[src/rtl/rf_writeback_pkg.sv]
// Shared sizing defaults and write-slot selection type for the register-file
// write-back stage and its load queue.
package rf_writeback_pkg;

  localparam int DEF_DATA_W    = 16;
  localparam int DEF_ADDR_W    = 3;
  localparam int DEF_ZERO_ADDR = 0;
  localparam int DEF_LQ_DEPTH  = 2;

  typedef enum logic [1:0] {
    SEL_NONE  = 2'd0,
    SEL_ALU   = 2'd1,
    SEL_QUEUE = 2'd2
  } wb_sel_e;

  // Counter width able to hold 0..depth inclusive.
  function automatic int lq_cnt_w(input int depth);
    return $clog2(depth + 1);
  endfunction

endpackage

[src/rtl/rf_wb_queue.sv]
// Circular load queue with per-entry valid bits, kill-by-address and a
// combinational youngest-first address lookup.
module rf_wb_queue
  import rf_writeback_pkg::*;
#(
  parameter int DATA_W = DEF_DATA_W,
  parameter int ADDR_W = DEF_ADDR_W,
  parameter int DEPTH  = DEF_LQ_DEPTH,
  localparam int CNT_W = lq_cnt_w(DEPTH),
  localparam int PTR_W = $clog2(DEPTH)
) (
  input  logic              clock,
  input  logic              n_rst,
  input  logic              i_push,
  input  logic [ADDR_W-1:0] i_push_addr,
  input  logic [DATA_W-1:0] i_push_data,
  input  logic              i_pop,
  input  logic              i_kill,
  input  logic [ADDR_W-1:0] i_kill_addr,
  input  logic [ADDR_W-1:0] i_look_addr,
  output logic [CNT_W-1:0]  o_count,
  output logic              o_head_valid,
  output logic [ADDR_W-1:0] o_head_addr,
  output logic [DATA_W-1:0] o_head_data,
  output logic              o_look_hit,
  output logic [DATA_W-1:0] o_look_data
);

  logic [ADDR_W-1:0] r_addr [DEPTH];
  logic [DATA_W-1:0] r_data [DEPTH];
  logic [DEPTH-1:0]  r_valid;
  logic [PTR_W-1:0]  r_rd_ptr;
  logic [PTR_W-1:0]  r_wr_ptr;
  logic [CNT_W-1:0]  r_count;

  function automatic logic [PTR_W-1:0] next_ptr(input logic [PTR_W-1:0] p);
    return (p == PTR_W'(DEPTH - 1)) ? '0 : p + PTR_W'(1);
  endfunction

  // NOTE: sequential state uses non-blocking assignments so every register
  // samples the pre-edge values, independent of statement order.
  always_ff @(posedge clock or negedge n_rst) begin
    if (!n_rst) begin
      r_valid  <= '0;
      r_rd_ptr <= '0;
      r_wr_ptr <= '0;
      r_count  <= '0;
    end else begin
      for (int j = 0; j < DEPTH; j++) begin
        if (i_pop && r_rd_ptr == PTR_W'(j)) begin
          r_valid[j] <= 1'b0;
        end else if (i_kill && r_addr[j] == i_kill_addr) begin
          r_valid[j] <= 1'b0;
        end
        // A load arriving on the same edge as a younger ALU write is born dead.
        if (i_push && r_wr_ptr == PTR_W'(j)) begin
          r_valid[j] <= !(i_kill && i_push_addr == i_kill_addr);
        end
      end
      if (i_push) r_wr_ptr <= next_ptr(r_wr_ptr);
      if (i_pop)  r_rd_ptr <= next_ptr(r_rd_ptr);
      case ({i_push, i_pop})
        2'b10:   r_count <= r_count + CNT_W'(1);
        2'b01:   r_count <= r_count - CNT_W'(1);
        default: r_count <= r_count;
      endcase
    end
  end

  // NOTE: payload storage has no reset; r_valid and r_count alone decide
  // whether a slot means anything, so stale payload is never observed.
  always_ff @(posedge clock) begin
    if (i_push) begin
      r_addr[r_wr_ptr] <= i_push_addr;
      r_data[r_wr_ptr] <= i_push_data;
    end
  end

  assign o_count      = r_count;
  assign o_head_valid = r_valid[r_rd_ptr];
  assign o_head_addr  = r_addr[r_rd_ptr];
  assign o_head_data  = r_data[r_rd_ptr];

  logic [PTR_W:0]   w_sum;
  logic [PTR_W-1:0] w_idx;

  // Walk oldest to youngest so the last match found is the youngest.
  // NOTE: every output of this block gets a default first, so no path
  // through it can leave a value held and infer a latch.
  always_comb begin
    o_look_hit  = 1'b0;
    o_look_data = '0;
    w_sum       = '0;
    w_idx       = '0;
    for (int i = 0; i < DEPTH; i++) begin
      w_sum = {1'b0, r_rd_ptr} + (PTR_W + 1)'(i);
      if (w_sum >= (PTR_W + 1)'(DEPTH)) w_sum = w_sum - (PTR_W + 1)'(DEPTH);
      w_idx = w_sum[PTR_W-1:0];
      if (r_count > CNT_W'(i) && r_valid[w_idx] && r_addr[w_idx] == i_look_addr) begin
        o_look_hit  = 1'b1;
        o_look_data = r_data[w_idx];
      end
    end
  end

endmodule

[src/rtl/rf_writeback.sv]
// Write-back stage: merges the never-stalling ALU path and the buffered load
// path into one registered register-file write port, with forwarding lookup.
module rf_writeback
  import rf_writeback_pkg::*;
#(
  parameter int DATA_W    = DEF_DATA_W,
  parameter int ADDR_W    = DEF_ADDR_W,
  parameter int ZERO_ADDR = DEF_ZERO_ADDR,
  parameter int LQ_DEPTH  = DEF_LQ_DEPTH
) (
  input  logic              clock,
  input  logic              n_rst,
  input  logic              alu_valid,
  input  logic [ADDR_W-1:0] alu_addr,
  input  logic [DATA_W-1:0] alu_data,
  input  logic              ld_valid,
  output logic              ld_ready,
  input  logic [ADDR_W-1:0] ld_addr,
  input  logic [DATA_W-1:0] ld_data,
  output logic              rf_we,
  output logic [ADDR_W-1:0] rf_w_addr,
  output logic [DATA_W-1:0] rf_w_data,
  input  logic [ADDR_W-1:0] fwd_addr,
  output logic              fwd_hit,
  output logic [DATA_W-1:0] fwd_data,
  output logic              busy
);

  localparam int                CNT_W = lq_cnt_w(LQ_DEPTH);
  localparam logic [ADDR_W-1:0] ZERO  = ADDR_W'(ZERO_ADDR);

  logic              r_we;
  logic [ADDR_W-1:0] r_w_addr;
  logic [DATA_W-1:0] r_w_data;

  logic              w_alu_wr;
  logic              w_push;
  logic              w_pop;
  logic [CNT_W-1:0]  w_count;
  logic              w_head_valid;
  logic [ADDR_W-1:0] w_head_addr;
  logic [DATA_W-1:0] w_head_data;
  logic              w_look_hit;
  logic [DATA_W-1:0] w_look_data;
  wb_sel_e           w_sel;

  // An ALU result to the zero register is idle for selection purposes.
  assign w_alu_wr = alu_valid && (alu_addr != ZERO);
  assign ld_ready = (w_count < CNT_W'(LQ_DEPTH));
  assign w_push   = ld_valid && ld_ready && (ld_addr != ZERO);
  assign w_pop    = (w_sel == SEL_QUEUE);

  always_comb begin
    w_sel = SEL_NONE;
    if (w_alu_wr) begin
      w_sel = SEL_ALU;
    end else if (w_count != '0) begin
      w_sel = SEL_QUEUE;
    end
  end

  rf_wb_queue #(
    .DATA_W (DATA_W),
    .ADDR_W (ADDR_W),
    .DEPTH  (LQ_DEPTH)
  ) u_queue (
    .clock        (clock),
    .n_rst        (n_rst),
    .i_push       (w_push),
    .i_push_addr  (ld_addr),
    .i_push_data  (ld_data),
    .i_pop        (w_pop),
    .i_kill       (w_alu_wr),
    .i_kill_addr  (alu_addr),
    .i_look_addr  (fwd_addr),
    .o_count      (w_count),
    .o_head_valid (w_head_valid),
    .o_head_addr  (w_head_addr),
    .o_head_data  (w_head_data),
    .o_look_hit   (w_look_hit),
    .o_look_data  (w_look_data)
  );

  always_ff @(posedge clock or negedge n_rst) begin
    if (!n_rst) begin
      r_we     <= 1'b0;
      r_w_addr <= '0;
      r_w_data <= '0;
    end else begin
      case (w_sel)
        SEL_ALU: begin
          r_we     <= 1'b1;
          r_w_addr <= alu_addr;
          r_w_data <= alu_data;
        end
        SEL_QUEUE: begin
          // A killed head still uses its drain slot, but writes nothing.
          r_we <= w_head_valid;
          if (w_head_valid) begin
            r_w_addr <= w_head_addr;
            r_w_data <= w_head_data;
          end
        end
        default: r_we <= 1'b0;
      endcase
    end
  end

  assign rf_we     = r_we;
  assign rf_w_addr = r_w_addr;
  assign rf_w_data = r_w_data;

  always_comb begin
    fwd_hit  = 1'b0;
    fwd_data = '0;
    if (fwd_addr != ZERO) begin
      if (w_look_hit) begin
        fwd_hit  = 1'b1;
        fwd_data = w_look_data;
      end else if (r_we && r_w_addr == fwd_addr) begin
        fwd_hit  = 1'b1;
        fwd_data = r_w_data;
      end
    end
  end

  assign busy = (w_count != '0) || r_we;

endmodule
[config.mk]
export PLATFORM = sky130hd
export DESIGN_NAME = rf_writeback
export DESIGN_NICKNAME = d
export VERILOG_FILES = /design/src/rtl/rf_writeback_pkg.sv /design/src/rtl/rf_wb_queue.sv /design/src/rtl/rf_writeback.sv
export SDC_FILE = /design/constraint.sdc
export NUM_CORES = 1
export LEC_CHECK = 0
export CAP_MARGIN = 20
export CORE_MARGIN = 4
export CORE_UTILIZATION = 51
export DETAILED_ROUTE_END_ITERATION = 12
export GPL_TIMING_DRIVEN = 0
export PLACE_DENSITY = 0.8
export REMOVE_ABC_BUFFERS = 1
export SYNTH_ARGS = -nofsm -noshare
export SYNTH_HDL_FRONTEND = slang
export SYNTH_SLANG_ARGS = --single-unit
[constraint.sdc]
create_clock -name clock -period 3.7 [get_ports clock]
set_input_delay 1.11 -clock clock [delete_from_list [all_inputs] [get_ports clock]]
set_output_delay 1.11 -clock clock [all_outputs]
set_load 0.005 [all_outputs]
==> run metrics <==
status=finished with violations; failing checks=negative setup slack; top post-synthesis cells by area=edfxtp_1 (30%), dfrtp_1 (17%), o311ai_1 (6.6%); Layout Nets=529; Worst-Skew Late Latency=0.37 ns; Vias per Instance=7.24; CP Buf/Inv Count=5; reg2reg start=u_queue.o_count[1]; remaining global-route overflow=0; Synth area leader=edfxtp_1; Post-synth top cells=edfxtp_1 (38), nand4_1 (35), clkbuf_1 (32), nor3_1 (31), o311ai_1 (29); Ant. Diodes=0; Final setup viols=17; maximum fanout along the worst path=5; Slew Viols, Final=0; GRT Max-Usage Layer=met2; num rows=31; Final Util=0.787; Hold EP=u_queue.r_wr_ptr; HP Class=reg -> reg; Worst EP required=2.59 ns; WHS Path Cells=1; Top delay family on crit path=buffers and inverters; critical path, cell by cell=buf_12 -> xor2_4 -> o32ai_4 -> clkbuf_16 -> buf_8 -> and4b_4 -> buf_6 -> o311ai_4 -> a22oi_2 -> buf_2; Clock Skew=0.0171 ns; routing usage on met2=0.533; measured slew at the worst slew-check pin=1.02 ns; Yosys warnings=0; Synth top area share=0.298; crit start category=input pin; clk slew on worst S/H paths=0.06 ns; total CTS buffers=9; CP Class=in -> out; most frequent cell after synthesis=edfxtp_1; height of the die=94.7 um; Avg Inst Size Synth=10.3 um^2; clk sinks=64; TritonCTS clock tree=done; Pleak=2.14 nW; CTS Root Cell=clkbuf_8; total design power=0.00450 W; share of cells above drive strength 1=0.292; Final HPWL DP=7.09 mm; hold path startpoint=u_queue.r_wr_ptr; Post-Syn Instances=373; Die ar.=0.00896 mm^2; Crit Reg-Reg Endpoint=u_queue.r_valid[1]; first-pass detailed-route iteration total=6; global routing usage on met3=0.0853; initial antenna violation count=0; H-tree levels=3; top_reg_cell synth=edfxtp_1; Total Wirelength=15.4 mm; synthesized area=0.00383 mm^2; Post-Layout Cell Count=585; Cell variety after synth=34; GRT Util Overall=0.335; Power Dens Cells=784 mW/mm^2; cells on worst reg2reg path=6; Initial Utilization=0.525; post-route setup slack=-0.320 ns; Antenna Nets Post-Route=0; Max Cap Viol=0; Port Buffer Count=83; achievable frequency=249 MHz; wire length per cell=26.3 um; Crit. End Element=primary output; register area share after synthesis=0.468; Tcrit/Tclk final=1.09; critical path arrival=2.91 ns; GR Layer Usage met1=0.405; area grow syn2layout=49.9%; vias in the first global route=4177; Die X-Extent=94.7 um; largest net degree at the start of global routing=41; Core Area=0.00729 mm^2; Peak VDD IR=419 uV; Ports=84; routability congestion estimate=0.801; Place WS=-2.21 ns; flop2flop setup slack=0.79 ns; Tmin final=4.02 ns; Post-synth EDFFs=38; Worst slew margin=0.316; DRC viols=0; Final Hold Fails=0; Bufs on Longest Clock Path=2; RSZ-0062 raised after global routing=true; routed vias=4234; first-pass GRT wire length=22.3 mm; crit-path max cell delay=0.30 ns; slowest CP cell=o32ai_4; CP Depth=10; async set-or-reset flop fraction in the synthesized netlist=0.406; dpl cells=521; CP startpoint=fwd_addr[1]; Yosys reg bits=64; First DRT Iteration DRCs=564
==> per-layer routing <==
metal | part of all wire | up-vias
met4 | 0.072 | 0
met5 | 0 | -
met2 | 0.47 | 422
met3 | 0.12 | 137
met1 | 0.34 | 1978
li1 | - | 1697
==> layout make-up <==
cell class	instances	area, um^2
fill	426	1550
sequential	64	1800
inverter	6	26.3
multi-input combinational	267	2320
timing repair buffer	132	1280
timing repair inverter	1	5.00
clock inverter	6	60.1
tap	99	124
clock buffer	10	128
==> stage by stage <==
| stage | TNS, ns | hold WS, ns | area [um^2] |
|---|---|---|---|
| floorplan | -24.66 | 0.468 | 3650 |
| global placement | -90.04 | 0.481 | 4600 |
| detailed placement | -35.15 | 0.497 | 4770 |
| CTS | -3.60 | 0.515 | 5550 |
| global route | -4.39 | 0.542 | 5740 |
| finish | -4.41 | 0.519 | 5740 |
==> registers in the layout, indices dropped and copies added, names as in the netlist <==
register          flops
u_queue.r_data       32
u_queue.r_wr_ptr      1
u_queue.r_rd_ptr      1
u_queue.r_addr        6
rf_we                 1
u_queue.r_valid       2
rf_w_data            16
rf_w_addr             3
u_queue.o_count       2
==> cell families (layout without fill, tap and decap cells) <==
kind of cell,count (synthesis),after routing,synth area share
compound gates,96,97,0.201
xor+xnor,23,23,0.0526
fa+ha+maj,3,3,0.00980
buf+inv,47,155,0.0539
flops,64,64,0.468
mux,23,23,0.0604
simple gates,117,121,0.154
==> power breakdown <==
group	internal, W	switching, W	total [W]
Sequential	0.00100	0.000256	0.00126
Combinational	0.00119	0.00144	0.00263
Clock	0.000308	0.000304	0.000612
==> cells in the final DEF, fill, tap and decap left out, types with 19 or more instances in the layout <==
cell             instances
nand4_1                 35
nor2_1                  21
clkdlybuf4s50_1         63
edfxtp_1                38
nand2_1                 19
a21o_1                  19
buf_2                   19
dfrtp_1                 25
buf_4                   24
nor3_1                  31
a211oi_1                19
==> worst max path at each step <==
stage,endpoint
CTS,fwd_data[9]
global placement,fwd_data[15]
floorplan,fwd_data[0]
detailed placement,fwd_data[15]
global route,fwd_data[12]
finish,fwd_data[12]
==> worst reg2reg max path, delay by kind of cell (launching register included) <==
kind	cells	cell delay [ns]
DFF	1	0.48
AOI/OAI and AO/OA	2	0.90
buffers and inverters	3	1.27
and+or+nand+nor	1	0.15
==> timing repair <==
action | in CTS | in global routing
setup buffers | 37 | 3
hold buffers | 0 | 0
gates resized for setup | 135 | 32
cloned | 7 | 0
hold endpoints to repair | 0 | 0
setup endpoints to repair | 18 | 17
pin swaps | 21 | 17
Note: power is estimated with default switching activity, not from simulation.
